### src/rtl/nn_pkg.sv
`default_nettype none
// ============================================================================
// Module  : nn_pkg
// Brief   : Shared widths, constants and types for the XOR-network datapath.
// Revision: 1.0 - initial release
// ============================================================================
package nn_pkg;

   localparam int          XW       = 8;
   localparam int          YW       = 16;
   localparam logic [15:0] ONE_Q88  = 16'd256;
   localparam logic [7:0]  SIG_BIAS = 8'hF0;

   typedef logic signed [YW-1:0] act_t;

endpackage : nn_pkg
`default_nettype wire

### src/rtl/sig_pwq.sv
`default_nettype none
// ============================================================================
// Module  : sig_pwq
// Brief   : Combinational piecewise-quadratic sigmoid, Q8.8 output.
// Revision: 1.0 - initial release
// ============================================================================
module sig_pwq
   import nn_pkg::*;
(
   input  logic signed [XW-1:0] i_x,
   output logic signed [YW-1:0] o_sig
);

   logic signed [XW-1:0] w_y;
   logic signed [XW-1:0] w_z;
   logic signed [XW-1:0] w_sum;
   logic signed [YW-1:0] w_sum_ext;
   logic signed [YW-1:0] w_sq;
   logic signed [YW-1:0] w_sh;

   // Magnitude folds the curve onto x >= 0; -128 wraps to itself.
   assign w_y       = i_x[XW-1] ? -i_x : i_x;
   assign w_z       = w_y >>> 2;
   assign w_sum     = w_z + SIG_BIAS;
   assign w_sum_ext = {{(YW-XW){w_sum[XW-1]}}, w_sum};
   assign w_sq      = w_sum_ext * w_sum_ext;
   assign w_sh      = w_sq >>> 1;
   assign o_sig     = i_x[XW-1] ? w_sh : (ONE_Q88 - w_sh);

endmodule : sig_pwq
`default_nettype wire

### src/rtl/sigmoid_rr_sched.sv
`default_nettype none
// ============================================================================
// Module  : sigmoid_rr_sched
// Brief   : Round-robin share of one sigmoid core among NREQ requesters,
//           2-stage pipeline with full-throughput backpressure.
// Revision: 1.0 - initial release
// ============================================================================
module sigmoid_rr_sched
   import nn_pkg::*;
#(
   parameter  int NREQ = 4,
   localparam int IDW  = $clog2(NREQ)
)(
   input  logic                 clk,
   input  logic                 rst_n,
   input  logic [NREQ-1:0]      req_valid,
   input  logic [XW*NREQ-1:0]   req_x,
   output logic [NREQ-1:0]      req_ready,
   output logic                 rsp_valid,
   output logic [YW-1:0]        rsp_data,
   output logic [IDW-1:0]       rsp_id,
   input  logic                 rsp_ready
);

   localparam logic [IDW:0]   c_nreq = (IDW+1)'(NREQ);
   localparam logic [IDW-1:0] c_last = IDW'(NREQ-1);

   logic                 r_s1_vld;
   logic signed [XW-1:0] r_s1_x;
   logic [IDW-1:0]       r_s1_id;
   logic                 r_s2_vld;
   act_t                 r_s2_data;
   logic [IDW-1:0]       r_s2_id;
   logic [IDW-1:0]       r_rr_ptr;

   logic                 w_adv1;
   logic                 w_adv2;
   logic [2*NREQ-1:0]    w_dbl;
   logic [NREQ-1:0]      w_rot;
   logic                 w_any;
   logic [IDW-1:0]       w_pe;
   logic [IDW:0]         w_sum;
   logic [IDW-1:0]       w_gidx;
   logic [IDW-1:0]       w_next_ptr;
   logic [NREQ-1:0]      w_gnt;
   logic                 w_accept;
   act_t                 w_sig;

   assign w_adv2 = rsp_ready | ~r_s2_vld;
   assign w_adv1 = w_adv2 | ~r_s1_vld;

   // Rotate so the current pointer sits at bit 0, then pick the lowest set bit.
   assign w_dbl = {req_valid, req_valid} >> r_rr_ptr;
   assign w_rot = w_dbl[NREQ-1:0];

   always_comb begin
      w_any = 1'b0;
      w_pe  = '0;
      for (int j = NREQ-1; j >= 0; j--) begin
         if (w_rot[j]) begin
            w_any = 1'b1;
            w_pe  = IDW'(j);
         end
      end
   end

   assign w_sum      = {1'b0, r_rr_ptr} + {1'b0, w_pe};
   assign w_gidx     = (w_sum >= c_nreq) ? w_sum[IDW-1:0] - c_nreq[IDW-1:0]
                                         : w_sum[IDW-1:0];
   assign w_next_ptr = (w_gidx == c_last) ? '0 : w_gidx + 1'b1;
   assign w_gnt      = w_any ? (NREQ'(1) << w_gidx) : '0;
   assign w_accept   = w_any & w_adv1;

   // Gated with rst_n so ready drops the instant reset asserts.
   assign req_ready  = w_gnt & {NREQ{w_adv1 & rst_n}};

   always_ff @(posedge clk or negedge rst_n) begin
      if (!rst_n) begin
         r_s1_vld <= 1'b0;
         r_s1_x   <= '0;
         r_s1_id  <= '0;
         r_rr_ptr <= '0;
      end else if (w_accept) begin
         r_s1_vld <= 1'b1;
         r_s1_x   <= req_x[XW*w_gidx +: XW];
         r_s1_id  <= w_gidx;
         r_rr_ptr <= w_next_ptr;
      end else if (w_adv1) begin
         r_s1_vld <= 1'b0;
      end
   end

   sig_pwq u_sig (
      .i_x   (r_s1_x),
      .o_sig (w_sig)
   );

   always_ff @(posedge clk or negedge rst_n) begin
      if (!rst_n) begin
         r_s2_vld  <= 1'b0;
         r_s2_data <= '0;
         r_s2_id   <= '0;
      end else if (w_adv2) begin
         r_s2_vld  <= r_s1_vld;
         r_s2_data <= w_sig;
         r_s2_id   <= r_s1_id;
      end
   end

   assign rsp_valid = r_s2_vld;
   assign rsp_data  = r_s2_data;
   assign rsp_id    = r_s2_id;

endmodule : sigmoid_rr_sched
`default_nettype wire

### config.mk
export PLATFORM = sky130hd
export DESIGN_NAME = sigmoid_rr_sched
export DESIGN_NICKNAME = d
export VERILOG_FILES = /design/src/rtl/nn_pkg.sv /design/src/rtl/sig_pwq.sv /design/src/rtl/sigmoid_rr_sched.sv
export SDC_FILE = /design/constraint.sdc
export NUM_CORES = 1
export LEC_CHECK = 0
export CAP_MARGIN = 5
export CELL_PAD_IN_SITES_DETAIL_PLACEMENT = 2
export CELL_PAD_IN_SITES_GLOBAL_PLACEMENT = 2
export CORE_ASPECT_RATIO = 0.7
export CORE_MARGIN = 2
export CORE_UTILIZATION = 32
export CTS_CLUSTER_SIZE = 14
export DETAILED_ROUTE_END_ITERATION = 6
export PLACE_DENSITY = 0.79
export SYNTH_ARGS = -nofsm -noshare
export SYNTH_HDL_FRONTEND = slang
export SYNTH_SLANG_ARGS = --single-unit
### constraint.sdc
create_clock -name clk -period 8.1 [get_ports clk]
set_input_delay 2.43 -clock clk [delete_from_list [all_inputs] [get_ports clk]]
set_output_delay 2.43 -clock clk [all_outputs]
set_load 0.05 [all_outputs]
==> results of run 1 <==
metrics by stage:
stage	hold WS, ns	std cells	utilization [%]
after floorplan	0.442	409	-
after global placement	0.466	619	39.3
after detailed placement	0.475	619	39.3
after CTS	0.487	627	40.6
after global routing	0.518	627	40.6
final	0.493	627	40.6
logic make-up (layout without fill, tap and decap cells):
group | count (synthesis) | after routing | share of synthesized area, %
muxes | 23 | 23 | 9.10
xor gates and xnor gates | 28 | 28 | 6.49
and+or+nand+nor | 116 | 116 | 15.7
buffers and inverters | 82 | 143 | 9.13
other | 1 | 1 | 0.0992
AOI/OAI and AO/OA | 63 | 63 | 11.4
DFF | 31 | 31 | 20.5
adders and majority gates | 65 | 65 | 27.7
flip-flops by register name, summed over array words and instances (netlist names):
register,cells
r_rr_ptr,2
r_s1_id,2
r_s1_vld,1
r_s1_x,8
rsp_data,15
rsp_id,2
rsp_valid,1
final timing paths:
path / start / cells after the start / slack, ns / end
setup / recovery: req_valid[2] / 13 / 0.48 / req_ready[3]
hold / removal: rsp_data[2] / 2 / 0.49 / rsp_data[2]
setup reg to reg: r_s1_x[3] / 22 / 1.13 / rsp_data[12]
hold reg to reg: rsp_data[2] / 2 / 0.49 / rsp_data[2]
max in group asynchronous: rst_n / 2 / 5.21 / rsp_data[5]
min in group asynchronous: rst_n / 2 / 2.55 / r_rr_ptr[1]
critical path, stage by stage:
cell and delay (ns):
clkdlybuf4s50_1 0.62, nor2_1 0.15, o21ai_0 0.12, o22ai_1 0.11
a211o_1 0.28, ha_1 0.20, xnor2_1 0.13, xnor2_1 0.20
buf_4 0.24, inv_1 0.10, ha_1 0.22, and3_1 0.19
buf_4 0.19
Yosys cell counts (3+ instances only):
master,number
dfrtp_1,31
a31oi_1,5
inv_1,67
or2_2,4
mux2_2,11
a21o_1,3
o22ai_1,4
xor2_1,12
nand3_1,3
xnor2_1,16
or3_1,4
clkbuf_1,7
nor2b_1,4
nor3_1,3
nor2_1,38
and2_1,3
or4_1,3
fa_1,31
mux2i_1,4
a21oi_1,16
ha_1,34
mux4_2,8
nand2b_1,8
nand2_1,26
o21ai_0,14
and3_1,7
routing by layer:
metal  global-route usage [%]  routed length (µm)  vias to the layer above
met5                        0                   0                        -
met4                     2.93                  64                        0
met3                     4.03                 393                        8
met2                     31.7                5190                       49
met1                     22.9                4880                     1561
li1                         -                   -                     1468
final cells by class:
cell class / instances / area, µm²
timing repair buffer: 67 / 668
sequential: 31 / 776
multi-input combinational: 296 / 2660
inverter: 68 / 255
tap: 157 / 196
clock buffer: 8 / 156
fill: 1284 / 6890
==> results.ini, run 1 <==
[finish]
areaGrowthSynthToFinish_pct = 24.6
fin_nets = 573
antenna_cells = 0
mostFrequentLayoutCells = 67 x inv_1, 56 x clkdlybuf4s50_1, 38 x nor2_1
drive_gt1_share_pct = 11.1
fin_area_um2 = 4710
final_common_cell = inv_1

[clocking]
post-cts-setup-buffers = 0
cts_resized = 0
clock_sinks = 31
clock_path_buffers = 2
cts_root_buf = clkbuf_16
h-tree-depth = 2
cts_tree = yes
clock_latency_ns = 0.28
cts_hold_buf = 0
numCtsBuffers = 5
cts.clk_slew.worst_paths_ns = 0.05

[routing]
drc = 0
via_per_inst = 4.92
antenna_left = 0
post_drt_wl_per_cell_um = 16.8
vias = 3086
drt_iter0_drc = 89
drtPass1Iterations = 4
wl_mm = 10.5

[die]
core-area_um2 = 11600
die_h_um = 94.9
ioPinCount = 62
die_x_um = 134
initial_utilization_pct = 32.6
rows = 33
die-area_um2 = 12700

[global_route]
grtUsageTotal_pct = 17.9
first_global_vias = 3476
grt_pass1_wl_mm = 17.7
antenna_found_initial = 0
overflow = 0
grt_max_degree = 36

[placement]
gp_congestion = 0.755
dpl_cell_area_um2 = 4560
portBuffers = 60
place_hpwl_mm = 8.53
dp_slack_ns = 0.514

[sta]
report.final.slew_viol_count = 0
rsz0062_at_grt = false
skew_ns = 0.00722
fin_crit_ns = 7.62
fin_crit_sh_pct = 94.1
slew_headroom_pct = 34.7
fmax_mhz = 131
fin_ws_ns = 0.478
worstMarginPinSlew_ns = 0.977
setup_viol = 0
hold_viol = 0
setup_tns_ns = 0

[logic_synthesis]
syn-cell-area_um2 = 3780
synth_ff_type = dfrtp_1
synth.yosys.seq_area_share_pct = 20.5
synthTopCellsByArea = dfrtp_1 21%, fa_1 16%, ha_1 11%, inv_1 6.7%, mux4_2 4.8%
ys_warn_count = 0
syn_avg_cell_area_um2 = 9.24
synth_top_area_cell = dfrtp_1
synth_seq_cells = 31
synth-edff-count = 0
synth_top_cell_area_share_pct = 20.5
syn-num-nets = 513
synthCells = 409
async_flop_share_pct = 100
ys_types = 59

[critical_path]
endpoint_kind = output port
crit_path_start_kind = input port
path_class = input port to output port
critPathArrivalTime_ns = 5.19
worstPathRequired_ns = 5.67
crit_fanout = 12

[status]
outcome = finished clean

[job]
cap_viol_max_count = 0

[hold_path]
hold_path.class = flip-flop to flip-flop

Power of run 1 is not shown: default switching activity piles up to over one toggle a cycle in this logic, so the estimate is an artifact.
==> run 2: changes to the inputs <==
--- a/config.mk
+++ b/config.mk
@@ -9,7 +9,7 @@
 export CELL_PAD_IN_SITES_DETAIL_PLACEMENT = 2
 export CELL_PAD_IN_SITES_GLOBAL_PLACEMENT = 2
 export CORE_ASPECT_RATIO = 0.7
-export CORE_MARGIN = 2
+export CORE_MARGIN = 4
 export CORE_UTILIZATION = 32
 export CTS_CLUSTER_SIZE = 14
 export DETAILED_ROUTE_END_ITERATION = 6
==> results.ini, run 2 (synthesis gave the netlist of run 1 again) <==
[status]
outcome = finished clean

[critical_path]
r2r-end = rsp_data[14]
crit_fanout = 9  ; -3
r2r-start = r_s1_x[2]
endpoint_kind = output port
cp_slowest_stage_delay_ns = 0.60  ; -0.02 ns
crit_path_start_kind = input port
critPathArrivalTime_ns = 5.06  ; -0.13 ns
crit_chain = clkdlybuf4s50_1 > nor2_1 > o21ai_0 > o22ai_1 > a211o_1 > ha_1 > xnor2_1 > xnor2_1 > buf_4 > ha_1 > and3_1 > buf_12
path_buf_inv = 3  ; -1
crit_family = buffers and inverters
path_class = input port to output port
worstPathRequired_ns = 5.67  ; about the same
r2r_cells = 22  ; unchanged
crit_slowest_cell = clkdlybuf4s50_1
r2r_slack_ns = 1.07  ; -0.06 ns

[global_route]
grt_max_degree = 32  ; -11%
overflow = 0  ; unchanged
first_global_vias = 3438  ; -1.1%
grt_pass1_wl_mm = 17.2  ; -2.8%
grtUsageTotal_pct = 15.8  ; -2.1 points
antenna_found_initial = 0  ; unchanged

[die]
ioPinCount = 62  ; unchanged
die_h_um = 98.9  ; +4.2%
die_x_um = 138  ; +3.0%
initial_utilization_pct = 33.5  ; +0.90 points
core-area_um2 = 11300  ; -2.7%
rows = 32  ; -3.0%
die-area_um2 = 13600  ; +7.3%

[sta]
report.final.slew_viol_count = 0  ; unchanged
skew_ns = 0.00122  ; -0.00600 ns
rsz0062_at_grt = false
fin_crit_sh_pct = 92.5  ; -1.6 points
hold_viol = 0  ; unchanged
setup_viol = 0  ; unchanged
setup_tns_ns = 0  ; unchanged
fmax_mhz = 133  ; +1.7%
slew_headroom_pct = 39.7  ; +5.0 points
fin_crit_ns = 7.49  ; -0.131 ns
hold_slack_ns = 0.486  ; -0.00658 ns
worstMarginPinSlew_ns = 0.902  ; -0.0745 ns

[clocking]
cts_hold_buf = 0  ; unchanged
h-tree-depth = 2  ; unchanged
post-cts-setup-buffers = 0  ; unchanged
cts_resized = 0  ; unchanged
clock_sinks = 31  ; unchanged
clock_latency_ns = 0.28  ; about the same
numCtsBuffers = 5  ; unchanged
clock_path_buffers = 2  ; unchanged
cts_tree = yes
cts_root_buf = clkbuf_16
cts.clk_slew.worst_paths_ns = 0.05  ; about the same

[finish]
fin_nets = 573  ; unchanged
finalCoreUtilization_pct = 41.5  ; +0.93 points
final_common_cell = inv_1
drive_gt1_share_pct = 11.3  ; +0.21 points
areaGrowthSynthToFinish_pct = 24.1
mostFrequentLayoutCells = 67 x inv_1, 56 x clkdlybuf4s50_1, 38 x nor2_1
antenna_cells = 0  ; unchanged
fin_cells = 623  ; -0.64%
fillers = 1281  ; -0.23%
largest_reg_flops = 15  ; unchanged

[routing]
post_drt_wl_per_cell_um = 16.7  ; -0.77%
antenna_left = 0  ; unchanged
drc = 0  ; unchanged
drtPass1Iterations = 4  ; unchanged
drt_iter0_drc = 104  ; +17%
wl_mm = 10.4  ; -1.4%
vias = 3129  ; +1.4%
via_per_inst = 5.02  ; +2.0%

[hold_path]
hold_path_depth = 2  ; unchanged
hold_start = rsp_id[0]
min_to = rsp_id[0]
hold_path.class = flip-flop to flip-flop

[job]
cap_viol_max_count = 0  ; unchanged

[placement]
portBuffers = 60  ; unchanged
gp_congestion = 0.812  ; +7.5%
dp.cells = 615  ; -0.65%
place_hpwl_mm = 8.63  ; +1.2%

==> run 2: cell types whose count changed in the layout (fill, tap and decap cells not counted), sizes merged <==
cell	before	now
clkbuf	8	5
clkinv	1	4
==> run 2: metrics by stage <==
step	instance area (µm²)	worst slack (ns)
after floorplan	3780	1.27
after global placement	4550	0.716
after detailed placement	4550	0.609
after CTS	4690	0.578
after global routing	4690	0.430
final	4690	0.608
==> run 2: cell type report <==
cell class                 instances  area, µm²  share of cell area (%)
inverter                          68        255                    5.44
clock buffer                       5        125                    2.67
timing repair buffer              67        668                    14.2
tap                              153        191                    4.08
clock inverter                     3       15.0                   0.320
sequential                        31        776                    16.5
multi-input combinational        296       2660                    56.7
==> run 2: worst max-delay path by stage <==
stage | start | endpoint | cells after the start
6_report | req_valid[2] | req_ready[0] | 12
3_3_place_gp | req_valid[2] | req_ready[0] | 12
3_5_place_dp | req_valid[2] | req_ready[0] | 12
5_1_grt | req_valid[2] | req_ready[0] | 11
2_1_floorplan | req_valid[2] | req_ready[2] | 8
4_1_cts | req_valid[2] | req_ready[0] | 12
==> run 2: worst reg2reg max path, stage by stage (launching register included) <==
cell and delay, ns:
dfrtp_1 0.44, or4_1 0.59, nor3_1 0.26, nand2b_1 0.18, xnor2_1 0.15, buf_4 0.21, ha_1 0.32, or2_2 0.35
inv_1 0.07, fa_1 0.44, fa_1 0.53, fa_1 0.54, inv_1 0.06, fa_1 0.54, inv_1 0.04, ha_1 0.50
o21ai_0 0.17, o2bb2ai_1 0.16, a21oi_1 0.26, mux2i_1 0.49, a2111oi_2 0.12, or3_1 0.37, a21oi_1 0.17
==> run 2: routing by layer <==
layer | vias to the layer above | track usage [%] | wire length [µm]
met5 | - | 0 | 0
met3 | 12 | 4.39 | 545
met1 | 1582 | 21.2 | 4870
li1 | 1474 | - | -
met2 | 61 | 26.0 | 4890
met4 | 0 | 2.28 | 70
Power of run 2 is left out for the same reason.
==> run 3: changes to the inputs <==
--- a/config.mk
+++ b/config.mk
@@ -13,7 +13,7 @@
 export CORE_UTILIZATION = 32
 export CTS_CLUSTER_SIZE = 14
 export DETAILED_ROUTE_END_ITERATION = 6
-export PLACE_DENSITY = 0.79
+export PLACE_DENSITY = 0.88
 export SYNTH_ARGS = -nofsm -noshare
 export SYNTH_HDL_FRONTEND = slang
 export SYNTH_SLANG_ARGS = --single-unit
==> results.ini, run 3 (synthesis gave the netlist of run 1 again) <==
[status]
outcome = finished clean

[clocking]
clock_latency_ns = 0.29  ; about the same
cts_resized = 0  ; unchanged
clock_sinks = 31  ; unchanged
numCtsBuffers = 5  ; unchanged
cts_hold_buf = 0  ; unchanged
cts_root_buf = clkbuf_16
cts_tree = yes
clock_path_buffers = 2  ; unchanged
post-cts-setup-buffers = 0  ; unchanged
h-tree-depth = 2  ; unchanged
cts.clk_slew.worst_paths_ns = 0.05  ; about the same

[global_route]
grt_max_degree = 32  ; unchanged
first_global_vias = 3764  ; +9.5%
overflow = 0  ; unchanged
busiest_layer = met2
use_met3_pct = 5.10  ; +0.71 points
antenna_found_initial = 1  ; +1
use_met1_pct = 22.0  ; +0.73 points
grtUsageTotal_pct = 18.0  ; +2.2 points
use_met2_pct = 32.1  ; +6.0 points
grt_pass1_wl_mm = 19.4  ; +13%

[placement]
place_hpwl_mm = 8.74  ; +1.3%
gp_congestion = 0.791  ; -2.6%
dp.cells = 613  ; -0.33%
dpl_cell_area_um2 = 4540  ; -0.33%
dp_slack_ns = 0.497  ; -0.112 ns
portBuffers = 60  ; unchanged

[routing]
wl_mm = 11.3  ; +8.7%
via_per_inst = 5.06  ; +0.67%
antenna_left = 0  ; unchanged
drtPass1Iterations = 4  ; unchanged
vias = 3140  ; +0.35%
post_drt_wl_per_cell_um = 18.2  ; +9.1%
drc = 0  ; unchanged
drt_iter0_drc = 81  ; -22%

[critical_path]
crit_fanout = 9  ; unchanged
worstPathRequired_ns = 5.67  ; about the same
crit_chain = clkdlybuf4s50_1 > nor2_1 > o21ai_0 > o22ai_1 > a211o_1 > ha_1 > clkinv_1 > ha_1 > and3_1 > buf_4
cp_slowest_stage_delay_ns = 0.60  ; about the same
cp_common_cell = ha_1
crit_slowest_cell = clkdlybuf4s50_1
critPathArrivalTime_ns = 5.18  ; +0.12 ns
endpoint_kind = output port
crit_path_start_kind = input port
path_class = input port to output port

[sta]
fin_ws_ns = 0.490  ; -0.118 ns
fin_crit_sh_pct = 93.9  ; +1.5 points
fmax_mhz = 131  ; -1.6%
report.final.slew_viol_count = 0  ; unchanged
fin_crit_ns = 7.61  ; +0.118 ns
worstMarginPinSlew_ns = 0.941  ; +0.0390 ns
rsz0062_at_grt = false
setup_viol = 0  ; unchanged
slew_headroom_pct = 37.0  ; -2.6 points
setup_tns_ns = 0  ; unchanged
hold_viol = 0  ; unchanged
skew_ns = 0.00458  ; +0.00337 ns

[finish]
antenna_cells = 0  ; unchanged
largest_reg_flops = 15  ; unchanged
mostFrequentLayoutCells = 67 x inv_1, 56 x clkdlybuf4s50_1, 38 x nor2_1
areaGrowthSynthToFinish_pct = 24.2
final_common_cell = inv_1
drive_gt1_share_pct = 10.9  ; -0.38 points
fin_area_um2 = 4700  ; +0.11%
fin_cells = 621  ; -0.32%
fin_nets = 571  ; -0.35%

[die]
die_h_um = 98.9  ; unchanged
die-area_um2 = 13600  ; unchanged
rows = 32  ; unchanged
die_x_um = 138  ; unchanged
core-area_um2 = 11300  ; unchanged
ioPinCount = 62  ; unchanged
initial_utilization_pct = 33.5  ; unchanged

[hold_path]
hold_path.class = flip-flop to flip-flop

[job]
cap_viol_max_count = 0  ; unchanged

run 3: through the flow:
stage	utilization (%)	hold WS, ns
after floorplan	-	0.442
after global placement	40.2	0.462
after detailed placement	40.2	0.470
after CTS	41.6	0.482
after global routing	41.6	0.541
final	41.6	0.474
run 3: layout make-up:
| cell class | count | area (µm²) |
|---|---|---|
| clock buffers | 7 | 153 |
| clock inverters | 1 | 7.51 |
| fillers | 1256 | 6600 |
| inverters | 68 | 255 |
| multi-input cells | 296 | 2660 |
| flip-flops and latches | 31 | 776 |
| well taps | 153 | 191 |
| repair buffers | 65 | 653 |
run 3: final timing paths:
path                       cells after the start    startpoint  slack [ns]      endpoint
max                                           10  req_valid[2]        0.49  req_ready[2]
max reg2reg                                   21     r_s1_x[2]        0.96  rsp_data[12]
min in group asynchronous                      2         rst_n        2.76  rsp_data[14]
min reg2reg                                    2   rsp_data[7]        0.47   rsp_data[7]
max in group asynchronous                      2         rst_n        5.03   rsp_data[3]
min                                            2   rsp_data[7]        0.47   rsp_data[7]
run 3: critical path, delay by kind of cell:
family                     cells  cell delay [ns]
buffers and inverters          3             1.14
adders and majority gates      2             0.84
AOI/OAI and AO/OA              3             0.48
and+or+nand+nor                2             0.29
run 3: layer usage:
layer  up-vias  wire [µm]
met5         -         13
met1      1591       4930
li1       1467          -
met3        13        598
met4         2         97
met2        67       5650
Power of run 3 is left out for the same reason.
